**config.mk**
```make
export PLATFORM = sky130hd
export DESIGN_NAME = multicycle_control
export DESIGN_NICKNAME = d
export VERILOG_FILES = /design/src/rtl/multicycle_control.sv
export SDC_FILE = /design/constraint.sdc
export NUM_CORES = 1
export LEC_CHECK = 0
export ABC_AREA = 1
export CAP_MARGIN = 5
export CORE_MARGIN = 10
export CORE_UTILIZATION = 50
export CTS_CLUSTER_DIAMETER = 50
export DETAILED_ROUTE_END_ITERATION = 8
export PLACE_DENSITY = 0.81
export SYNTH_ARGS = -nofsm -noshare
export SYNTH_HDL_FRONTEND = slang
export SYNTH_SLANG_ARGS = --single-unit
```
**constraint.sdc**
```tcl
create_clock -name clk -period 3.2 [get_ports clk]
set_clock_uncertainty 0.05 [all_clocks]
set_input_delay 0.48 -clock clk [delete_from_list [all_inputs] [get_ports clk]]
set_output_delay 0.48 -clock clk [all_outputs]
set_load 0.1 [all_outputs]
```
**src/rtl/multicycle_control.sv**
```systemverilog
`default_nettype none
// ============================================================================
// Module   : multicycle_control
// Purpose  : Control FSM for a multicycle MIPS-subset datapath. Sequences
//            fetch, decode, execute, memory and write-back steps. Waits on
//            memory with a bounded wait counter. Traps illegal opcodes,
//            memory timeouts and corrupt state encodings into a sticky ERR
//            state. Counts retired instructions.
// Ports    : clk, start_up (async active-high reset)
//            opcode[5:0], zero, msb, mem_ack        -- status inputs
//            mem_req, mem_wr, i_or_d                -- memory access control
//            ir_wr, pc_wr, reg_wr, reg_dst, ext_op,
//            mem_to_reg, alu_src_a                  -- datapath enables/selects
//            pc_src[1:0], alu_src_b[1:0], alu_op[1:0]
//            state[3:0], err_code[1:0], instr_count[15:0]
// Revision : 1.0 - initial release
// ============================================================================
module multicycle_control #(
  parameter int MEM_TIMEOUT = 15
) (
  input  logic        clk,
  input  logic        start_up,
  input  logic [5:0]  opcode,
  input  logic        zero,
  input  logic        msb,
  input  logic        mem_ack,
  output logic        mem_req,
  output logic        mem_wr,
  output logic        i_or_d,
  output logic        ir_wr,
  output logic        pc_wr,
  output logic        reg_wr,
  output logic        reg_dst,
  output logic        ext_op,
  output logic        mem_to_reg,
  output logic        alu_src_a,
  output logic [1:0]  pc_src,
  output logic [1:0]  alu_src_b,
  output logic [1:0]  alu_op,
  output logic [3:0]  state,
  output logic [1:0]  err_code,
  output logic [15:0] instr_count
);

  typedef enum logic [3:0] {
    S_IF   = 4'd0,
    S_ID   = 4'd1,
    S_REX  = 4'd2,
    S_IEX  = 4'd3,
    S_MADR = 4'd4,
    S_MRD  = 4'd5,
    S_MWR  = 4'd6,
    S_WBA  = 4'd7,
    S_WBM  = 4'd8,
    S_BR   = 4'd9,
    S_JMP  = 4'd10,
    S_ERR  = 4'd11
  } state_t;

  localparam logic [5:0] OP_RTYPE = 6'b000000;
  localparam logic [5:0] OP_ADDI  = 6'b001000;
  localparam logic [5:0] OP_ORI   = 6'b001101;
  localparam logic [5:0] OP_LW    = 6'b100011;
  localparam logic [5:0] OP_SW    = 6'b101011;
  localparam logic [5:0] OP_BEQ   = 6'b000100;
  localparam logic [5:0] OP_BGTZ  = 6'b000111;
  localparam logic [5:0] OP_J     = 6'b000010;

  localparam logic [1:0] ERR_OPCODE  = 2'b01;
  localparam logic [1:0] ERR_TIMEOUT = 2'b10;
  localparam logic [1:0] ERR_STATE   = 2'b11;

  // Last wait count at which a missing ack is still tolerated.
  localparam logic [3:0] WAIT_LAST = 4'(MEM_TIMEOUT - 1);

  state_t      state_q, state_d;
  logic [3:0]  wait_q, wait_d;
  logic [1:0]  err_q, err_d;
  logic [15:0] instr_count_q, instr_count_d;

  logic        in_wait;
  logic        wait_hit;

  assign in_wait  = (state_q == S_IF) || (state_q == S_MRD) || (state_q == S_MWR);
  assign wait_hit = (wait_q == WAIT_LAST);

  // Next state and outputs. All outputs are held at 0 while start_up is
  // asserted so nothing leaks out of the datapath during reset.
  always_comb begin
    state_d    = state_q;
    err_d      = err_q;
    mem_req    = 1'b0;
    mem_wr     = 1'b0;
    i_or_d     = 1'b0;
    ir_wr      = 1'b0;
    pc_wr      = 1'b0;
    reg_wr     = 1'b0;
    reg_dst    = 1'b0;
    ext_op     = 1'b0;
    mem_to_reg = 1'b0;
    alu_src_a  = 1'b0;
    pc_src     = 2'b00;
    alu_src_b  = 2'b00;
    alu_op     = 2'b00;

    if (!start_up) begin
      case (state_q)
        S_IF: begin
          mem_req   = 1'b1;
          alu_src_b = 2'b01;
          // An ack on the final allowed wait cycle still wins over timeout.
          if (mem_ack) begin
            ir_wr   = 1'b1;
            pc_wr   = 1'b1;
            state_d = S_ID;
          end else if (wait_hit) begin
            state_d = S_ERR;
            err_d   = ERR_TIMEOUT;
          end
        end
        S_ID: begin
          alu_src_b = 2'b11;
          ext_op    = 1'b1;
          case (opcode)
            OP_RTYPE:         state_d = S_REX;
            OP_ADDI, OP_ORI:  state_d = S_IEX;
            OP_LW, OP_SW:     state_d = S_MADR;
            OP_BEQ, OP_BGTZ:  state_d = S_BR;
            OP_J:             state_d = S_JMP;
            default: begin
              state_d = S_ERR;
              err_d   = ERR_OPCODE;
            end
          endcase
        end
        S_REX: begin
          alu_src_a = 1'b1;
          alu_op    = 2'b10;
          state_d   = S_WBA;
        end
        S_IEX: begin
          alu_src_a = 1'b1;
          alu_src_b = 2'b10;
          if (opcode == OP_ORI) begin
            alu_op = 2'b11;
          end else begin
            ext_op = 1'b1;
          end
          state_d = S_WBA;
        end
        S_WBA: begin
          reg_wr  = 1'b1;
          reg_dst = (opcode == OP_RTYPE);
          state_d = S_IF;
        end
        S_MADR: begin
          alu_src_a = 1'b1;
          alu_src_b = 2'b10;
          ext_op    = 1'b1;
          state_d   = (opcode == OP_LW) ? S_MRD : S_MWR;
        end
        S_MRD, S_MWR: begin
          mem_req = 1'b1;
          i_or_d  = 1'b1;
          mem_wr  = (state_q == S_MWR);
          if (mem_ack) begin
            state_d = (state_q == S_MRD) ? S_WBM : S_IF;
          end else if (wait_hit) begin
            state_d = S_ERR;
            err_d   = ERR_TIMEOUT;
          end
        end
        S_WBM: begin
          reg_wr     = 1'b1;
          mem_to_reg = 1'b1;
          state_d    = S_IF;
        end
        S_BR: begin
          alu_src_a = 1'b1;
          alu_op    = 2'b01;
          pc_src    = 2'b01;
          // bgtz: taken only when the difference is strictly positive.
          pc_wr     = (opcode == OP_BEQ) ? zero : (!zero && !msb);
          state_d   = S_IF;
        end
        S_JMP: begin
          pc_wr   = 1'b1;
          pc_src  = 2'b10;
          state_d = S_IF;
        end
        S_ERR: begin
          state_d = S_ERR;
        end
        default: begin
          // Corrupt encoding (12..15): trap with a distinct code.
          state_d = S_ERR;
          err_d   = ERR_STATE;
        end
      endcase
    end
  end

  // Wait counter restarts on every state change and only advances while a
  // memory access is outstanding.
  always_comb begin
    wait_d = wait_q;
    if (state_d != state_q) begin
      wait_d = 4'd0;
    end else if (in_wait && !mem_ack) begin
      wait_d = wait_q + 4'd1;
    end
  end

  // An instruction retires on the step that returns the FSM to fetch.
  always_comb begin
    instr_count_d = instr_count_q;
    if ((state_d == S_IF) &&
        ((state_q == S_WBA) || (state_q == S_WBM) || (state_q == S_MWR) ||
         (state_q == S_BR)  || (state_q == S_JMP))) begin
      instr_count_d = instr_count_q + 16'd1;
    end
  end

  always_ff @(posedge clk or posedge start_up) begin
    if (start_up) begin
      state_q       <= S_IF;
      wait_q        <= 4'd0;
      err_q         <= 2'b00;
      instr_count_q <= 16'd0;
    end else begin
      state_q       <= state_d;
      wait_q        <= wait_d;
      err_q         <= err_d;
      instr_count_q <= instr_count_d;
    end
  end

  assign state       = state_q;
  assign err_code    = err_q;
  assign instr_count = instr_count_q;

endmodule
`default_nettype wire

```
# Word-level counts from Yosys, hierarchy flattened

Index checks and enable logic that the tools add are counted.

Divide/modulo/power cells: 0
Reductions and logical operators: 30
$lt $le $gt $ge: 0
Shift-type cells: 0
Bitwise operators: 2
Multiply operators: 0
Equal/unequal tests: 23
Add/sub/neg operators: 2
Muxes and demuxes: 44

Operator list:

| operator              | count |
|---|---|
| $mux 4                | 7 |
| $pmux 4 s6            | 1 |
| $mux 1                | 21 |
| $eq 4x4->1 const B    | 5 |
| $pmux 4 s5            | 1 |
| $pmux 2 s3            | 3 |
| $add 16x1->16 const B | 1 |
| $eq 4x3->1 const B    | 4 |
| $mux 2                | 8 |
| $reduce_or 2->1       | 8 |
| $reduce_or 8->1       | 2 |
| $eq 6x3->1 const B    | 2 |
| $eq 6x4->1 const B    | 2 |
| $eq 6x6->1 const B    | 2 |
| $eq 4x2->1 const B    | 2 |
| $logic_not 4->1       | 2 |
| $reduce_or 4->1       | 2 |
| $eq 6x2->1 const B    | 1 |
| $logic_not 6->1       | 1 |
| $logic_or 1x1->1      | 6 |
| $reduce_and 5->1      | 1 |
| $add 4x1->4 const B   | 1 |
| $eq 4x1->1 const B    | 1 |
| $ne 2x2->1 const B    | 2 |
| other kinds (10)      | 15 |

ROM bits: 0
Output and inout bits: 38
Logic and storage cells: 105
Bits in latches: 0
Register bits after elaboration: 26
Bits in writable memories: 0
Memories kept: 0
Bits of input ports: 11

# Depth between registers and ports, before layout

Word-level depth: 7
Mapped depth: 15
Depth with buffers taken out: 14

# Worst setup path before layout

OpenSTA, ideal clock, no wires.

Path kind: reg2out
Start: reg state_q[1] (netlist: state[1])
End: out alu_op[1]
Data required time: 2.670 ns
Path slack: -0.938 ns
Buffers on the path: 1
Arrival time: 3.608 ns
Cell stages (with the launch flop): 5
Cell sequence: dfrtp_1 > buf_4 > nand2_2 > nor2_1 > a21boi_0

Longest elaborated chain between the ends: 3
Elaborated cells between the ends (all ways): 5
Those cells by class: eq/ne: 3; mux: 2

RTL lines:

| element                                         | line | RTL |
|---|---|---|
| start: declaration                              | 76   | `state_t state_q, state_d;` |
| start signal: assignment                        | 231  | `state_q <= state_d;` |
| $eq 4x4->1 / $eq 4x2->1 (equally long branches) | 107  | `case (state_q)` |
| $pmux 2 s3 *                                    | 107  |  |
| $mux 2 *                                        | 106  | `if (!start_up) begin` |
| end: declaration                                | 39   | `output logic [1:0] alu_op,` |

Mark *: on every way between the ends. The rest lies on a longest branch, timed or not.

# Worst setup path after layout

Start: in opcode[5]
End: out pc_wr

Longest elaborated chain between the ends: 4

RTL lines:

| element            | line | RTL |
|---|---|---|
| start: declaration | 23   | `input logic [5:0] opcode,` |
| $eq 6x3->1         | 183  | `pc_wr = (opcode == OP_BEQ) ? zero : (!zero && !msb);` |
| $mux 1             | 183  |  |
| $pmux 1 s3         | 107  |  |
| $mux 1             | 106  |  |
| end: declaration   | 31   | `output logic pc_wr,` |

Every way passes these cells.

==> impl_metrics.tcl <==
set metrics [dict create \
    p_leak_nw 1.35 \
    start_kind "input pin" \
    netlist_instances 304 \
    core_area_um2 3940 \
    htreeDepth 1 \
    grt_pass1_vias 1992 \
    crit_arrival_ps 2120 \
    dr.pass1.iters 4 \
    cts_setup_buffers 0 \
    grt_pass1_wl_mm 9.12 \
    nNetsFinal 366 \
    cp_top_family "buffers and inverters" \
    avgSynthCellArea_um2 6.64 \
    antenna_cells 0 \
    start_util_pct 51.2 \
    clk_latency_ps 260 \
    synth-edff-count 0 \
    ys.flop_type "dfrtp_1" \
    synth_xor_area_share_pct 8.18 \
    synth-seq-cells 26 \
    hold_class "flop to flop" \
    finalSetupViolCount 0 \
    yosysTopAreaCell "dfrtp_1" \
    cts-root-buf "clkbuf_8" \
    end_kind "output port" \
    postCtsHoldBufs 0 \
    first_iter_violations 102 \
    synth_area_leaders "dfrtp_1 32%, nand2_1 18%, nor2_1 6.9%" \
    max-cap-violations 0 \
    power.density_nw_per_um2 1100 \
    dpl.hpwl_mm 4.27 \
    grtUsageTotal_pct 14.9 \
    yosys_warnings 0 \
    rsz0062_at_grt "false" \
    max_freq_mhz 377 \
    numCtsBuffers 3 \
    status "finished, final reports clean" \
    fin_tns_setup_ps 0 \
    fin_util_pct 66.9 \
    drc 0 \
    ant_nets 0 \
    slew_headroom_pct 72.1 \
    synth_top_family_by_area "simple AND/OR/NAND/NOR gates" \
    grt_max_degree 22 \
    io_buffers 48 \
    antenna_found_initial 0 \
    die_x_um 83.5 \
    die_y_um 83.5 \
    synthMuxAreaShare_pct 0 \
    crit_type "input pin to output port" \
    fill_cells 366 \
    synthSimpleGateAreaFrac_pct 41.8 \
    ys_seq_area_share_pct 32.2 \
    cts_max_path_buffers 2 \
    gp_congestion 0.924 \
    cts_tree "done" \
    synth_top_area_share_pct 32.2 \
    path_clk_slew_ps 80 \
    slew_violations 0 \
    drive_above_1_share_pct 22.3 \
    hold_viol 0 \
    crit_path_frequent_cell "nor2_1" \
    hold_path.startpoint "err_code[1]" \
    min_period_over_period_pct 82.9 \
    clock_sinks 26 \
    critPathSlowestCell "clkdlybuf4s50_1" \
    drt-total-wl_mm 5.32 \
    rows 23 \
    critPathMaxStageDelay_ps 420 \
    synthArstFlopShare_pct 100 \
    grt.overflow.total 0 \
    cp-startpoint "opcode[5]" \
    syn_nets 318 \
    syn_to_final_growth_pct 30.6 \
    io_pins 49 \
    cts-resized-gates 0 \
    routedWlPerCell_um 13.3 \
    synth_compound_area_share_pct 7.38 \
    worstPathMaxFanout 6 \
    crit_buf_inv 3 \
    die_area_um2 6980 \
    viasPerCell 5.17 \
    worst_ir_drop_vdd_mv 0.944 \
    totalPowerFinal_mw 2.89 \
    rr_startpoint "state[1]" \
    vias 2069 \
    required_ps 2670 \
    period_needed_ps 2650 \
    synthAdderAreaFrac_pct 1.86 \
    cp_cell_sequence "clkdlybuf4s50_1 > nor2_1 > inv_1 > nor2_1 > nand2_1 > o21ai_0 > o211ai_1 > a31oi_2 > buf_12" \
    worst_pin_slew_ps 418 \
    netlist-cell-type-count 32 \
    netlist_area_um2 2020 \
]
through the flow:
| step | setup slack (ps) | instances | cell area (um^2) | hold slack [ps] |
|---|---|---|---|---|
| 2_1_floorplan | -390 | 304 | 2060 | 471 |
| 3_3_place_gp | 628 | 397 | 2590 | 443 |
| 3_5_place_dp | 558 | 397 | 2590 | 450 |
| 4_1_cts | 557 | 400 | 2640 | 469 |
| 5_1_grt | 347 | 400 | 2640 | 497 |
| 6_report | 547 | 400 | 2640 | 463 |
power breakdown:
group          switching [mW]  internal (mW)
logic                    1.59          0.546
clock network          0.0966         0.0842
registers               0.155          0.415
total                    1.84           1.04
per-layer routing:
layer / vias to the layer above / GRT usage, % / wire, um
li1: 1062 / - / -
met1: 946 / 19.1 / 2420
met2: 59 / 25.6 / 2610
met3: 2 / 3.52 / 279
met4: 0 / 1.37 / 14
met5: - / 0 / 0
layout by cell type, fill, tap and decap left out, types with 2 or more instances in the layout:
master	instances
nand2_1	98
nor2_1	34
buf_4	31
dfrtp_1	26
inv_1	24
nand3_1	24
xor2_1	12
nor2_2	11
clkdlybuf4s50_1	10
buf_12	10
nand4_1	8
o21ai_0	8
inv_2	7
a21oi_1	5
xnor2_1	5
nor4_1	4
o21ai_1	4
nand2_2	3
o21ai_2	3
nor3_2	3
ha_1	3
clkbuf_8	3
nand3_2	2
nor3_1	2
synthesized netlist by cell type, types with 2 or more instances:
master / instances
a21oi_1: 6
buf_2: 2
buf_4: 2
buf_6: 2
clkbuf_1: 2
dfrtp_1: 26
ha_1: 3
inv_1: 24
inv_2: 7
nand2_1: 98
nand2_2: 3
nand3_1: 24
nand3_2: 2
nand4_1: 8
nor2_1: 37
nor2_2: 8
nor3_1: 5
nor4_1: 4
o21ai_0: 9
o21ai_1: 4
o21ai_2: 2
xnor2_1: 5
xor2_1: 12
worst paths after layout:
kind,endpoint,slack (ps),depth (start not counted)
hold / removal,err_code[1],460,2
max in group asynchronous,instr_count[10],2050,3
setup reg to reg,instr_count[14],890,11
setup / recovery,pc_wr,550,9
min in group asynchronous,state[2],480,2
hold reg to reg,err_code[1],460,2
cell families (layout without fill, tap and decap cells):
| logic type | count (synthesis) | count (layout) |
|---|---|---|
| buffers and inverters | 39 | 85 |
| and+or+nand+nor | 192 | 192 |
| adders and majority gates | 3 | 3 |
| DFF | 26 | 26 |
| AOI/OAI and AO/OA | 26 | 26 |
| xor gates and xnor gates | 18 | 18 |
worst reg2reg max path: stages, from the launching register on:
cell and delay, ps:
dfrtp_1 590, inv_1 160, nor2_1 190, nand2_1 180, nand3_2 170, nand3_1 110, nand3_1 140, o21ai_2 90
nand2_4 230, inv_2 170, nand2_1 90, nand2_1 50
layout make-up:
cell class,count,area (um^2),share of cell area (%)
timing repair buffer,51,533,20.2
clock buffer,3,41.3,1.57
sequential,26,651,24.7
tap,50,62.6,2.37
multi-input combinational,239,1230,46.7
inverter,31,116,4.41
flip-flops by register name (all words and copies together), names as in the netlist:
name	cells
instr_count	16
err_code	2
wait_q	4
state	4
(Power assumes the default switching activity.)
